`src/rtl/rv32i_types_pkg.sv`:
```
// rv32i_types: shared memory-interface constants used by the burst responder.
package rv32i_types;
    localparam int BEATS       = 4;
    localparam int BEAT_W      = 64;
    localparam int LINE_W      = 256;
    localparam int OFFSET_BITS = 5;
    typedef logic [1:0] beat_t;
endpackage

```
`src/rtl/burst_mem_array.sv`:
```
// burst_mem_array: line storage with a synchronous 256-bit write port and a combinational read port.
module burst_mem_array
    import rv32i_types::*;
#(
    parameter int IDX_BITS = 4
) (
    input  logic                clk,
    input  logic                we,
    input  logic [IDX_BITS-1:0] widx,
    input  logic [LINE_W-1:0]   wline,
    input  logic [IDX_BITS-1:0] ridx,
    output logic [LINE_W-1:0]   rline
);
    logic [LINE_W-1:0] mem [2**IDX_BITS];
    always_ff @(posedge clk) begin
        if (we) mem[widx] <= wline;
    end
    assign rline = mem[ridx];
endmodule

```
`src/rtl/burst_mem_responder.sv`:
```
// burst_mem_responder: fixed-latency 4-beat line read/write responder over a small aliased memory.
module burst_mem_responder
    import rv32i_types::*;
#(
    parameter int IDX_BITS = 4,
    parameter int LATENCY  = 3
) (
    input  logic        clk,
    input  logic        reset_n,
    input  logic        pmem_read,
    input  logic        pmem_write,
    input  logic [31:0] pmem_address,
    input  logic [63:0] pmem_wdata,
    output logic [63:0] pmem_rdata,
    output logic        pmem_resp
);
    typedef enum logic [1:0] {IDLE, WAIT, BURST, DONE} state_t;
    localparam logic [3:0] LAT_LAST  = 4'(LATENCY - 1);
    localparam beat_t      BEAT_LAST = beat_t'(BEATS - 1);
    state_t state, state_n;
    logic op_wr, req_held, we, unused_addr;
    logic [IDX_BITS-1:0] idx;
    logic [3:0] lat_cnt;
    beat_t beat;
    logic [BEATS-1:0][BEAT_W-1:0] wbuf, line_wr, line_rd;
    assign req_held    = op_wr ? pmem_write : pmem_read;
    assign unused_addr = ^{pmem_address[31:IDX_BITS+OFFSET_BITS], pmem_address[OFFSET_BITS-1:0]};
    always_comb begin
        state_n = state;
        unique case (state)
            IDLE:    state_n = (pmem_read || pmem_write) ? WAIT : IDLE;
            WAIT:    state_n = !req_held ? IDLE : (lat_cnt == LAT_LAST) ? BURST : WAIT;
            BURST:   state_n = (beat == BEAT_LAST) ? DONE : BURST;
            default: state_n = IDLE;
        endcase
    end
    always_ff @(posedge clk) begin
        if (!reset_n) begin
            state   <= IDLE;
            lat_cnt <= '0;
            beat    <= '0;
        end else begin
            state   <= state_n;
            lat_cnt <= (state == WAIT) ? lat_cnt + 4'd1 : '0;
            beat    <= (state == BURST) ? beat + beat_t'(1) : '0;
            if (state == IDLE) begin
                op_wr <= pmem_write && !pmem_read;
                idx   <= pmem_address[IDX_BITS+OFFSET_BITS-1:OFFSET_BITS];
            end
            if (state == BURST && op_wr) wbuf[beat] <= pmem_wdata;
        end
    end
    // last beat bypasses the buffer so the whole line lands in one edge
    always_comb begin
        line_wr = wbuf;
        line_wr[BEATS-1] = pmem_wdata;
    end
    assign we         = reset_n && state == BURST && op_wr && beat == BEAT_LAST;
    assign pmem_resp  = (state == BURST);
    assign pmem_rdata = pmem_resp ? line_rd[beat] : '0;
    burst_mem_array #(.IDX_BITS(IDX_BITS)) u_array (
        .clk   (clk),
        .we    (we),
        .widx  (idx),
        .wline (line_wr),
        .ridx  (idx),
        .rline (line_rd)
    );
endmodule

```
`config.mk`:
```
export PLATFORM = sky130hd
export DESIGN_NAME = burst_mem_responder
export DESIGN_NICKNAME = d
export VERILOG_FILES = /design/src/rtl/rv32i_types_pkg.sv /design/src/rtl/burst_mem_array.sv /design/src/rtl/burst_mem_responder.sv
export SDC_FILE = /design/constraint.sdc
export NUM_CORES = 2
export LEC_CHECK = 0
export BUFFER_PORTS_ARGS = -buffer_cell sky130_fd_sc_hd__buf_4
export CORE_ASPECT_RATIO = 0.5
export CORE_UTILIZATION = 40
export CTS_CLUSTER_DIAMETER = 50
export DETAILED_ROUTE_END_ITERATION = 6
export PLACE_DENSITY = 0.66
export SETUP_SLACK_MARGIN = 0.4
export SYNTH_ARGS = -nofsm -noshare
export SYNTH_HDL_FRONTEND = slang
export SYNTH_HIERARCHICAL = 1
export SYNTH_SLANG_ARGS = --single-unit
export TNS_END_PERCENT = 10
```
`constraint.sdc`:
```
create_clock -name clk -period 59.5 [get_ports clk]
set_clock_uncertainty 0.2 [all_clocks]
set_input_delay 2.975 -clock clk [delete_from_list [all_inputs] [get_ports clk]]
set_output_delay 2.975 -clock clk [all_outputs]
set_load 0.01 [all_outputs]
```
# After elaboration in Yosys (flattened, before gate mapping)
# Memory sizes are Yosys's and may differ from the RTL's. A register that Yosys moved wholly into a read port is not among the register bits.
# Cells that the tools add are included.
# word_totals
ff_bits	269
latch_bits	0
ram_bits	4096
rom_bits	0
in_bits	100
wordCells	46
n_memories	1
# classes
addsub	2
mul	0
div_mod_pow	0
order_cmp	2
n_eq_ne	4
n_shift	0
mux	15
n_bitwise	0
reduce_logical	13
# mem_list
memory	words	width	read_ports	rd_clocked_by_memory_dff	write_ports	line	text
u_array.mem	16	256	1	1	1	burst_mem_array.sv:14	logic [LINE_W-1:0] mem [2**IDX_BITS];
# ops
op	n
$bwmux 256	1
$mux 64	3
$bmux 64 s2	1
$demux 64 s2	1
$reduce_and 2->1	4
$logic_and 1x1->1	6
$pmux 2 s3	1
$mux 1	5
$add 4x1->4 const B	1
$eq 2x2->1 const B	2
$eq 4x2->1 const B	1
$mux 2	2
$mux 4	1
$lt 2x3->1 const B	1
$add 2x1->2 const B	1
$eq 2x1->1 const B	1
$ge 2x1->1 const B	1
$logic_not 2->1	1
$logic_not 1->1	1
$logic_or 1x1->1	1

# Logic depth before layout (Yosys ltp)
# logic_depth
depth_word	6
mapped_depth	10
depth_no_buf	5

# Cells and area by module
# Netlist, hierarchy kept.
# by_module_without_submodules
mod	n_inst	cells_per_inst	area_per_inst_um2	seq_area_each_um2
burst_mem_array	1	6392	153472.2	122998.0
burst_mem_responder	1	394	8304.2	6075.8

# Worst setup path after synthesis
# Ideal clock, no wire load.
# synth_path
kind	input-to-reg
startpoint	input port reset_n
endpoint	memory u_array.mem[0][0] (enable)
t_arrival_ps	21071
path_slack_ps	37043
stages	5
path_buffers	0
path_cell_list	nand2b_1 > nor2_1 > and2_1 > or3b_2 > nor3_1
# synth_via
elab_chain_cells	5
# synth_lines
element	line	text
from (decl)	burst_mem_responder.sv:9	input logic reset_n,
$logic_and 1x1->1 (3 in a row)	burst_mem_responder.sv:58	assign we = reset_n && state == BURST && op_wr && beat == BEAT_LAST;
named net we	burst_mem_responder.sv:21	logic op_wr, req_held, we, unused_addr;
$mux 1	burst_mem_array.sv:16	if (we) mem[widx] <= wline;
$mux 1 (implied by the code)	burst_mem_array.sv:16	
to (decl)	burst_mem_array.sv:14	
# The timed path passes the listed nets, and every way through them passes these cells.

==> metrics.txt <==
total chip power=6.06 mW; cell with the largest stage delay on the worst path=sky130_fd_sc_hd__buf_4; Post-Route Hold Slack=276 ps; hold_buf cts=0; CP Capture Type=output port; crit share post-route=16.8%; Horiz. Die Dim=901 um; clock tree root driver cell=sky130_fd_sc_hd__clkbuf_16; startpoint of the most critical register-to-register path=beat[0]; buffer and inverter count on the worst path=6; Clock H-tree levels=5; cells along the critical path=buf_12 > buf_12 > buf_4 > buf_4 > buf_4 > mux4_2 > a22oi_1 > nand2_1 > mux4_2 > and2_1 > buf_4; number of antenna violations at the first check in global routing=41; Detail Placement HPWL=182000 um; cell area after placement=169000 um^2; Antenna Violating Nets Remaining=0; Relative slew margins=19.3%; setup_tns=0 ps; most common flop cell mapped by yosys=sky130_fd_sc_hd__edfxtp_1; synthesized instance count=6786; vias per std cell=5.82; crit-path max FO=97; total number of vias=74658; maximum achievable frequency=99.9 MHz; Critical path origin=idx[0]; Peak supply drop=0.0000250 V; Data arrival, critical path=6830 ps; Maximum Capacitance Violations=0; maximum number of pins on one net before global-route repair=144; top area cells in the synthesized netlist=sky130_fd_sc_hd__edfxtp_1 80%, sky130_fd_sc_hd__mux4_2 14%, sky130_fd_sc_hd__a22oi_1 2.1%, sky130_fd_sc_hd__mux2_2 0.74%, sky130_fd_sc_hd__nand2_1 0.48%; maximum root-to-sink buffer count=4; Area Growth Syn to Fin=12.6%; async set or reset register ratio after synthesis=0%; GR Overflow Total=0; clock sinks=4301; cell seen most often among critical-path stages=sky130_fd_sc_hd__buf_4; number of gates given a new drive strength after cts=0; drc violations=0; number of hold-slack violations in the final timing report=0; count of unique library cells instantiated by Yosys=34; critical path type=flip-flop to output port; number of inserted filler cells in the final layout=32604; drt wl/cell=29.9 um; GRT Util Overall=18.5%; number of buffers added by the clock tree synthesis step=400; type of the tightest min-delay check=flip-flop to flip-flop; Post-Synthesis Net Count=6892; Detailed Route WL=384000 um; Syn Std Cell Area=162000 um^2; Worst-Skew Late Latency=900 ps; Placer Congestion=0.712; setup repair bufs after CTS=0; clock tree from TritonCTS=done; post-layout instance area=182000 um^2; highest cell delay on the worst timing path=760 ps; initial detailed-routing violation count=8496; power density cells=33.3 nW/um^2; Pins Over Slew Limit=0; post-layout min period=10010 ps; post-synth top area share=79.7%; # setup viols final=0; area of the core region=401000 um^2; Hold Path Origin=lat_cnt[0]; number of enable-type register cells in the synthesized netlist=4293; setup repair after global routing missed its margin=false; count of yosys warnings during synthesis=6; Worst Tran Pin Value=1210 ps; number of nets in the finished design=7211; startpoint class of the critical path=flip-flop; cell type contributing the most total cell area after synthesis=sky130_fd_sc_hd__edfxtp_1; layout cells sized above 1=27.3%; number of storage elements in the synthesis netlist=4301; Top delay family on crit path=buffers and inverters; Port Buf Inserts=136; most frequent cell after synthesis=sky130_fd_sc_hd__edfxtp_1; CP required=56330 ps; first-pass GRT wire length=550000 um; worst slack at placement=50190 ps; fraction of the yosys area taken by sequential cells=79.8%; Final Worst Setup Slack=49490 ps; leakage power summed over all cells=56.0 nW; count of standard-cell rows=164; via count of the first global-routing pass=75821; Die Y=452 um; die area=407000 um^2; drt first pass iters=5; IO Count=165; Initial Utilization=40.3%; average footprint of a synthesized cell=23.8 um^2; status=finished clean; most instantiated cells after synthesis=4293 x sky130_fd_sc_hd__edfxtp_1, 1032 x sky130_fd_sc_hd__mux4_2, 450 x sky130_fd_sc_hd__a22oi_1, 206 x sky130_fd_sc_hd__nand2_1, 167 x sky130_fd_sc_hd__clkbuf_1; clock-pin slew reported for the worst setup and hold paths after clock tree synthesis=70 ps
## through the flow
stage | std cells | util [%]
4_1_cts | 12822 | 45.4
5_1_grt | 12826 | 45.4
3_3_place_gp | 12098 | 42.2
3_5_place_dp | 12098 | 42.2
2_1_floorplan | 6786 | -
6_report | 12836 | 45.4
## registers in the layout, summed over array words and instances, names as in the netlist
signal and count:
lat_cnt 4, state 2, op_wr 1, u_array/mem 4096
line_wr 192, idx 4, beat 2
## where the power goes
group          total [mW]  internal, mW  leakage (nW)  switching (mW)
Clock                2.51          1.42          6.24            1.08
Sequential           3.29          3.29          38.6        0.000497
Combinational       0.261         0.112          11.1           0.150
Total                6.06          4.83          56.0            1.23
## final timing paths
check | endpoint | slack (ps) | depth (start not counted)
max reg2reg | u_array/mem[4][41] | 53500 | 8
max | pmem_rdata[11] | 49490 | 11
min | lat_cnt[0] | 280 | 1
min reg2reg | lat_cnt[0] | 280 | 1
## cell families after synthesis
kind of cell               share of synthesized area, %
AOI/OAI and AO/OA                                  2.52
xor gates and xnor gates                         0.0108
adders and majority gates                        0.0464
buffers and inverters                              1.18
DFF                                                79.8
muxes                                              15.3
and+or+nand+nor                                    1.13
## worst register-to-register path, stage by stage, from the launching register on
cell,delay (ps)
sky130_fd_sc_hd__dfxtp_4,890
sky130_fd_sc_hd__buf_12,620
sky130_fd_sc_hd__ha_1,330
sky130_fd_sc_hd__and2_1,320
sky130_fd_sc_hd__nand3b_1,370
sky130_fd_sc_hd__nor3_2,280
sky130_fd_sc_hd__buf_4,840
sky130_fd_sc_hd__buf_4,880
sky130_fd_sc_hd__buf_4,820
## per-layer routing
metal | GRT usage (%) | share of wire, % | vias up
met5 | 0 | 0.017 | -
met4 | 4.89 | 2.6 | 10
met3 | 2.95 | 8.6 | 622
met2 | 30.1 | 48 | 3503
met1 | 26.4 | 41 | 40656
li1 | - | - | 29867
## layout make-up
cell class | instances | area (um^2) | share of cell area, %
antenna | 14 | 35.0 | 0.0192
clock buffer | 498 | 10600 | 5.84
clock inverter | 226 | 2080 | 1.14
inverter | 3 | 11.3 | 0.00618
multi-input combinational | 2108 | 31000 | 17.0
sequential | 4301 | 129000 | 70.9
tap | 5395 | 6750 | 3.71
timing repair buffer | 291 | 2510 | 1.38
## layout by cell type, fill, tap and decap left out, types with 3 or more instances in the layout
| master | synthesis | layout |
|---|---|---|
| sky130_fd_sc_hd__nor2_1 | 24 | 9 |
| sky130_fd_sc_hd__buf_12 | 0 | 26 |
| sky130_fd_sc_hd__edfxtp_1 | 4293 | 4293 |
| sky130_fd_sc_hd__nand3b_1 | 3 | 3 |
| sky130_fd_sc_hd__mux4_2 | 1032 | 1032 |
| sky130_fd_sc_hd__nor2_4 | 0 | 16 |
| sky130_fd_sc_hd__inv_6 | 0 | 10 |
| sky130_fd_sc_hd__o21ai_0 | 27 | 27 |
| sky130_fd_sc_hd__o221ai_1 | 33 | 33 |
| sky130_fd_sc_hd__clkinvlp_4 | 0 | 13 |
| sky130_fd_sc_hd__nand2b_1 | 28 | 27 |
| sky130_fd_sc_hd__inv_8 | 0 | 3 |
| sky130_fd_sc_hd__mux2_2 | 106 | 106 |
| sky130_fd_sc_hd__clkinv_4 | 0 | 3 |
| sky130_fd_sc_hd__clkbuf_1 | 167 | 84 |
| sky130_fd_sc_hd__diode_2 | 0 | 14 |
| sky130_fd_sc_hd__and2_1 | 70 | 65 |
| sky130_fd_sc_hd__clkinv_1 | 0 | 75 |
| sky130_fd_sc_hd__a221oi_1 | 23 | 23 |
| sky130_fd_sc_hd__inv_1 | 3 | 3 |
| sky130_fd_sc_hd__clkinv_2 | 0 | 83 |
| sky130_fd_sc_hd__dfxtp_1 | 8 | 6 |
| sky130_fd_sc_hd__o22a_1 | 6 | 6 |
| sky130_fd_sc_hd__clkbuf_16 | 0 | 411 |
| sky130_fd_sc_hd__and2_4 | 0 | 4 |
| sky130_fd_sc_hd__buf_4 | 78 | 265 |
| sky130_fd_sc_hd__a22oi_1 | 450 | 450 |
| sky130_fd_sc_hd__nor2b_4 | 0 | 6 |
| sky130_fd_sc_hd__nor3_2 | 0 | 4 |
| sky130_fd_sc_hd__mux2i_1 | 36 | 36 |
| sky130_fd_sc_hd__nand2_1 | 206 | 206 |
| sky130_fd_sc_hd__clkbuf_8 | 0 | 3 |
| sky130_fd_sc_hd__bufinv_16 | 0 | 36 |
| sky130_fd_sc_hd__nor2b_1 | 41 | 35 |
| sky130_fd_sc_hd__ha_1 | 6 | 6 |
Note: power is estimated with default switching activity, not from simulation.
